## src/rtl/caravel_scff_chain_if.sv

```systemverilog
// Scan-chain control and data bundle for caravel_scff_chain.
// The slave modport is the chain itself; the master modport is whatever
// drives the scan pins (pad ring or testbench).
interface caravel_scff_chain_if;
    logic        Test_en;
    logic        IO_ISOL_N;
    logic        sc_head;
    logic        sc_tail;
    logic [12:0] shift_count;
    logic        scan_full;

    modport slave (
        input  Test_en,
        input  IO_ISOL_N,
        input  sc_head,
        output sc_tail,
        output shift_count,
        output scan_full
    );

    modport master (
        output Test_en,
        output IO_ISOL_N,
        output sc_head,
        input  sc_tail,
        input  shift_count,
        input  scan_full
    );
endinterface

```

## src/rtl/caravel_scff_chain.sv

```systemverilog
// Serial scan flip-flop chain with a saturating shift counter.
//
// Pad assignment on the user I/O ring:
//   Test_en = io[0], IO_ISOL_N = io[1], Reset = io[2],
//   sc_head = io[26], op_clk = io[36], sc_tail = io[11]
//
// Data enters at chain[0] and leaves from chain[SCAN_SIZE-1]. The tail is
// gated by IO_ISOL_N without a register so isolation takes effect in the
// same cycle. Reset is synchronous and wins over Test_en.
module caravel_scff_chain #(
    parameter int SCAN_SIZE = 1024
) (
    input  logic                 op_clk,
    input  logic                 Reset,
    caravel_scff_chain_if.slave  scan_if
);

    localparam logic [12:0] CNT_MAX  = 13'h1FFF;
    localparam logic [12:0] FULL_LVL = 13'(SCAN_SIZE);

    logic [SCAN_SIZE-1:0] chain_q;
    logic [SCAN_SIZE-1:0] chain_d;
    logic [12:0]          cnt_q;
    logic [12:0]          cnt_d;

    // Next state: shift one place toward the tail and count, or hold.
    always_comb begin
        chain_d = chain_q;
        cnt_d   = cnt_q;
        if (scan_if.Test_en) begin
            chain_d = {chain_q[SCAN_SIZE-2:0], scan_if.sc_head};
            if (cnt_q != CNT_MAX) begin
                cnt_d = cnt_q + 13'd1;
            end
        end
    end

    // State registers with synchronous active-low clear.
    always_ff @(posedge op_clk) begin
        if (!Reset) begin
            chain_q <= '0;
            cnt_q   <= '0;
        end else begin
            chain_q <= chain_d;
            cnt_q   <= cnt_d;
        end
    end

    assign scan_if.sc_tail     = chain_q[SCAN_SIZE-1] & scan_if.IO_ISOL_N;
    assign scan_if.shift_count = cnt_q;
    assign scan_if.scan_full   = (cnt_q >= FULL_LVL);

endmodule

```

## src/flat_wrapper.sv

```systemverilog
// flat-port wrapper written by rule: the top's interface ports become plain ports
module caravel_scff_chain_flat 
#(
    parameter int SCAN_SIZE = 1024
)
  (op_clk, Reset, scan_if_Test_en, scan_if_IO_ISOL_N, scan_if_sc_head, scan_if_sc_tail, scan_if_shift_count, scan_if_scan_full);
  caravel_scff_chain_if scan_if_i ();
  input  logic op_clk;
  input  logic Reset;
  input wire logic [$bits(scan_if_i.Test_en)-1:0] scan_if_Test_en;
  input wire logic [$bits(scan_if_i.IO_ISOL_N)-1:0] scan_if_IO_ISOL_N;
  input wire logic [$bits(scan_if_i.sc_head)-1:0] scan_if_sc_head;
  output wire logic [$bits(scan_if_i.sc_tail)-1:0] scan_if_sc_tail;
  output wire logic [$bits(scan_if_i.shift_count)-1:0] scan_if_shift_count;
  output wire logic [$bits(scan_if_i.scan_full)-1:0] scan_if_scan_full;
  assign scan_if_i.Test_en = scan_if_Test_en;
  assign scan_if_i.IO_ISOL_N = scan_if_IO_ISOL_N;
  assign scan_if_i.sc_head = scan_if_sc_head;
  assign scan_if_sc_tail = scan_if_i.sc_tail;
  assign scan_if_shift_count = scan_if_i.shift_count;
  assign scan_if_scan_full = scan_if_i.scan_full;
  caravel_scff_chain #(.SCAN_SIZE(SCAN_SIZE)) u_core (.op_clk(op_clk), .Reset(Reset), .scan_if(scan_if_i));
endmodule
```

## config.mk

```make
export PLATFORM = sky130hd
export DESIGN_NAME = caravel_scff_chain_flat
export DESIGN_NICKNAME = d
export VERILOG_FILES = /design/src/rtl/caravel_scff_chain_if.sv /design/src/rtl/caravel_scff_chain.sv /design/src/flat_wrapper.sv
export SDC_FILE = /design/constraint.sdc
export NUM_CORES = 2
export LEC_CHECK = 0
export CAP_MARGIN = 20
export CORE_ASPECT_RATIO = 1.1
export CORE_MARGIN = 5
export CORE_UTILIZATION = 66
export CTS_CLUSTER_SIZE = 25
export DETAILED_ROUTE_END_ITERATION = 10
export PLACE_DENSITY_LB_ADDON = 0.3
export REMOVE_ABC_BUFFERS = 1
export SLEW_MARGIN = 40
export SYNTH_ARGS = -nofsm -noshare
export SYNTH_HDL_FRONTEND = slang
export SYNTH_SLANG_ARGS = --single-unit
```

## constraint.sdc

```tcl
create_clock -name op_clk -period 5.2 [get_ports op_clk]
set_input_delay 1.3 -clock op_clk [delete_from_list [all_inputs] [get_ports op_clk]]
set_output_delay 1.3 -clock op_clk [all_outputs]
set_load 0.1 [all_outputs]
```

# After elaboration in Yosys (flattened, before gate mapping)
# Cells that the tools add are included.
dict set report totals {
  regBits 1037
  inputBits 5
  output_inout_bits 15
  elab_cells 7
}
dict set report classes {
  addsub 1
  order_cmp 1
  n_eq_ne 1
  bitwise 1
  n_reduce_logical 1
}
# cell count
set ops {}
lappend ops {{$add 13x1->13 const B} 1}
lappend ops {{$ge 13x11->1 const B} 1}
lappend ops {{$ne 13x13->1 const B} 1}
lappend ops {{$reduce_and 2->1} 1}
lappend ops {{$and 1x1->1} 1}

# Longest topological paths before layout
dict set report logic_depth {
  ltp_word 2
  ltp_mapped 6
  mapped_depth_nobuf 5
}

# Least setup slack after synthesis
# OpenSTA, ideal clock, no wires.
dict set report synth_path {
  path_type {input -> output}
  startpoint {input port scan_if_IO_ISOL_N}
  endpoint {output port scan_if_sc_tail}
  arrival_time_ps 2037
  t_required_ps 3900
  slack_ps 1863
  stages 1
  n_path_buf 0
  cell_sequence {and2_1}
}
dict set report synth_via {
  elab_chain_len 1
}
# element line
set synth_rtl {}
lappend synth_rtl {{start: declaration} flat_wrapper.sv:11} ;# input wire logic [$bits(scan_if_i.IO_ISOL_N)-1:0] scan_if_IO_ISOL_N;
lappend synth_rtl {{$and 1x1->1} caravel_scff_chain.sv:49} ;# assign scan_if.sc_tail = chain_q[SCAN_SIZE-1] & scan_if.IO_ISOL_N;
lappend synth_rtl {{end: declaration} flat_wrapper.sv:13} ;# output wire logic [$bits(scan_if_i.sc_tail)-1:0] scan_if_sc_tail;
# Every way passes these cells.

# Worst setup path in the final report
# Ends and elaborated chain as after synthesis.

==> run_results.csv <==
group,metric,value,unit
die,fp-row-count,90,
final_layout,diodes,0,
power,p_leak,17.8,nW
timing,finalCriticalPeriod,3440,ps
critical_path,cp_max_fo,1,
status,status,"completed",
timing,clock_skew,13.6,ps
synthesis,synth-seq-cells,1037,
critical_path,cp-end-kind,"output pin",
die,die_x,233,um
synthesis,ys_warn_count,0,
grt,grt_max_degree,130,
clock_network,cts_hold_buf,0,
timing,max_slew_margin,0.438,
die,boundaryPins,20,
placed_design,port_buffers,19,
final_layout,area_growth,10.2,%
final_layout,register_area,20800,um^2
route,wl_per_cell,12.5,um
timing,tns,0,ps
timing,hold_viol,0,
power,power.total,15.5,mW
synthesis,synth_cell_type_count,30,
final_layout,design_area,40000,um^2
timing,layout_setup_ws,1760,ps
timing,slew_viol_final,0,
placed_design,dpl.cell_count,3930,
hold_path,min_path_type,"reg -> reg",
placed_design,gp_congestion,0.705,
clock_network,cts_root_buf,"clkbuf_16",
synthesis,yosysSeqAreaShare,0.573,
final_layout,drive_above_1_share,0.0577,
flow_run,cap_violations,0,
grt,grt_first_pass_wirelength,91100,um
clock_network,htree_levels,3,
power,power_density,388,nW/um^2
die,start_util,0.664,
clock_network,clk_path_buf_depth,3,
route,via_count,21400,
grt,first_global_vias,21200,
route,wl_met1,23400,um
route,dr_wl_met2,25200,um
route,first_iter_violations,1020,
clock_network,path_clk_slew,60,ps
grt,grtUsageTotal,0.171,
power,ir_drop,0.000292,V
critical_path,worstPathRequired,3900,ps
critical_path,cp-start-kind,"input port",
timing,setup_viol,0,
route,drc,0,
critical_path,cp.arrival,2140,ps
route,wl_met3,1260,um
clock_network,cts_resized,0,
route,wl,51100,um
final_layout,multiInputGateArea,14500,um^2
timing,worst_pin_slew,844,ps
timing,rsz0062_at_grt,"no",
synthesis,synth.avg_cell_area,10.7,um^2
synthesis,syn-cell-area,36300,um^2
die,die_h,256,um
placed_design,dpl-instance-area,36700,um^2
route,topRoutingLayerUsed,"met4",
timing,finalCritPeriodShare,0.662,
final_layout,fillers,3671,
final_layout,final_cells,4097,
die,die-area,59700,um^2
route,drt_pass1_iterations,4,
clock_network,cts.sinks,1037,
final_layout,final_core_util,0.732,
critical_path,critPathKind,"in -> out",
grt,overflow,0,
die,coreArea,54600,um^2
timing,fmax,291,MHz
placed_design,dp_hpwl,28600,um
clock_network,cts_tree,"built",
clock_network,numCtsBuffers,95,
timing,hold_slack,483,ps
clock_network,insertion_delay,630,ps
route,viasPerCell,5.23,
placed_design,dpl_worst_slack,1760,ps
grt,antenna_found_initial,0,
route,postRouteAntennaNets,0,
clock_network,post-cts-setup-buffer-count,0,
final_layout,nets,3298,
synthesis,syn_inst,3378,
## per-layer routing
| layer | GRT usage | up-vias |
|---|---|---|
| met3 | 0.0285 | 94 |
| met5 | 0 | - |
| li1 | - | 11100 |
| met2 | 0.306 | 146 |
| met4 | 0.0604 | 0 |
| met1 | 0.206 | 10100 |
## placed cells by master, fill, tap and decap left out, drive strengths merged, types with 2 or more instances in the layout
cell              n
nor2           1027
or4               3
clkbuf          139
nand3             5
clkdlybuf4s50     3
clkinv           16
a21oi             9
nand2             4
o31ai             3
nor3              4
ha                2
bufinv           10
and3              2
nand4             3
mux2i          1024
buf              42
inv               8
or3               6
o21ai             6
dfxtp          1037
## critical path: stages
cell,delay (ps)
clkdlybuf4s50_1,440
and2_1,120
buf_4,280
## kinds of logic (layout without fill, tap and decap cells)
family                   after synthesis  in the layout  share of synthesized area
AO/OA/AOI/OAI                         19             19                    0.00314
XOR/XNOR                               1              1                   0.000242
adder cells (fa/ha/maj)                2              2                   0.000690
buffers and inverters                236            219                     0.0287
flip-flops                          1037           1037                      0.573
multiplexers                        1024           1024                      0.283
AND/OR/NAND/NOR                     1059           1059                      0.112
## registers in the layout, summed over array words and instances, names as in the netlist
signal,cells
u_core.scan_if.shift_count,13
u_core.chain_q,1024
## final timing paths
path,startpoint,end,slack (ps),depth (start not counted)
min,u_core.chain_q[40],u_core.chain_q[41],480,2
min reg2reg,u_core.chain_q[40],u_core.chain_q[41],480,2
max,scan_if_IO_ISOL_N,scan_if_sc_tail,1760,3
max reg2reg,u_core.scan_if.shift_count[1],u_core.scan_if.shift_count[5],3160,5
## report_power, final
group | switching (mW) | internal [mW]
clock | 2.79 | 4.25
combinational | 0.323 | 0.192
sequential | 0.00279 | 7.95
total | 3.11 | 12.4
## layout make-up
class,count,area share
clock buffer,139,0.0705
sequential,1037,0.520
clock inverter,28,0.0105
multi-input combinational,2105,0.362
timing repair buffer,45,0.0134
tap,736,0.0230
inverter,7,0.000845
## cell usage after synthesis
cell / instances / area share
dfxtp_1: 1037 / 0.57
nor2_1: 1027 / 0.11
mux2i_1: 1024 / 0.28
clkbuf_1: 105 / 0.011
buf_2: 104 / 0.014
buf_1: 17 / 0.0018
a21oi_1: 9 / 0.0012
o21ai_0: 6 / 0.00083
inv_1: 5 / 0.00052
nand3_1: 5 / 0.00069
or3_1: 5 / 0.00086
nand2_1: 4 / 0.00041
nor3_1: 4 / 0.00055
o31ai_1: 3 / 0.00062
or4_1: 3 / 0.00062
and3_1: 2 / 0.00035
buf_6: 2 / 0.00062
ha_1: 2 / 0.00069
inv_2: 2 / 0.00021
nand4_1: 2 / 0.00035
and2_1: 1 / 0.00017
and4_1: 1 / 0.00024
clkbuf_8: 1 / 0.00038
nand4_4: 1 / 0.00059
nor4_1: 1 / 0.00017
o41ai_2: 1 / 0.00045
or2_2: 1 / 0.00017
or3_2: 1 / 0.00021
or3b_4: 1 / 0.00031
xnor2_1: 1 / 0.00024
Note: power is estimated with default switching activity, not from simulation.
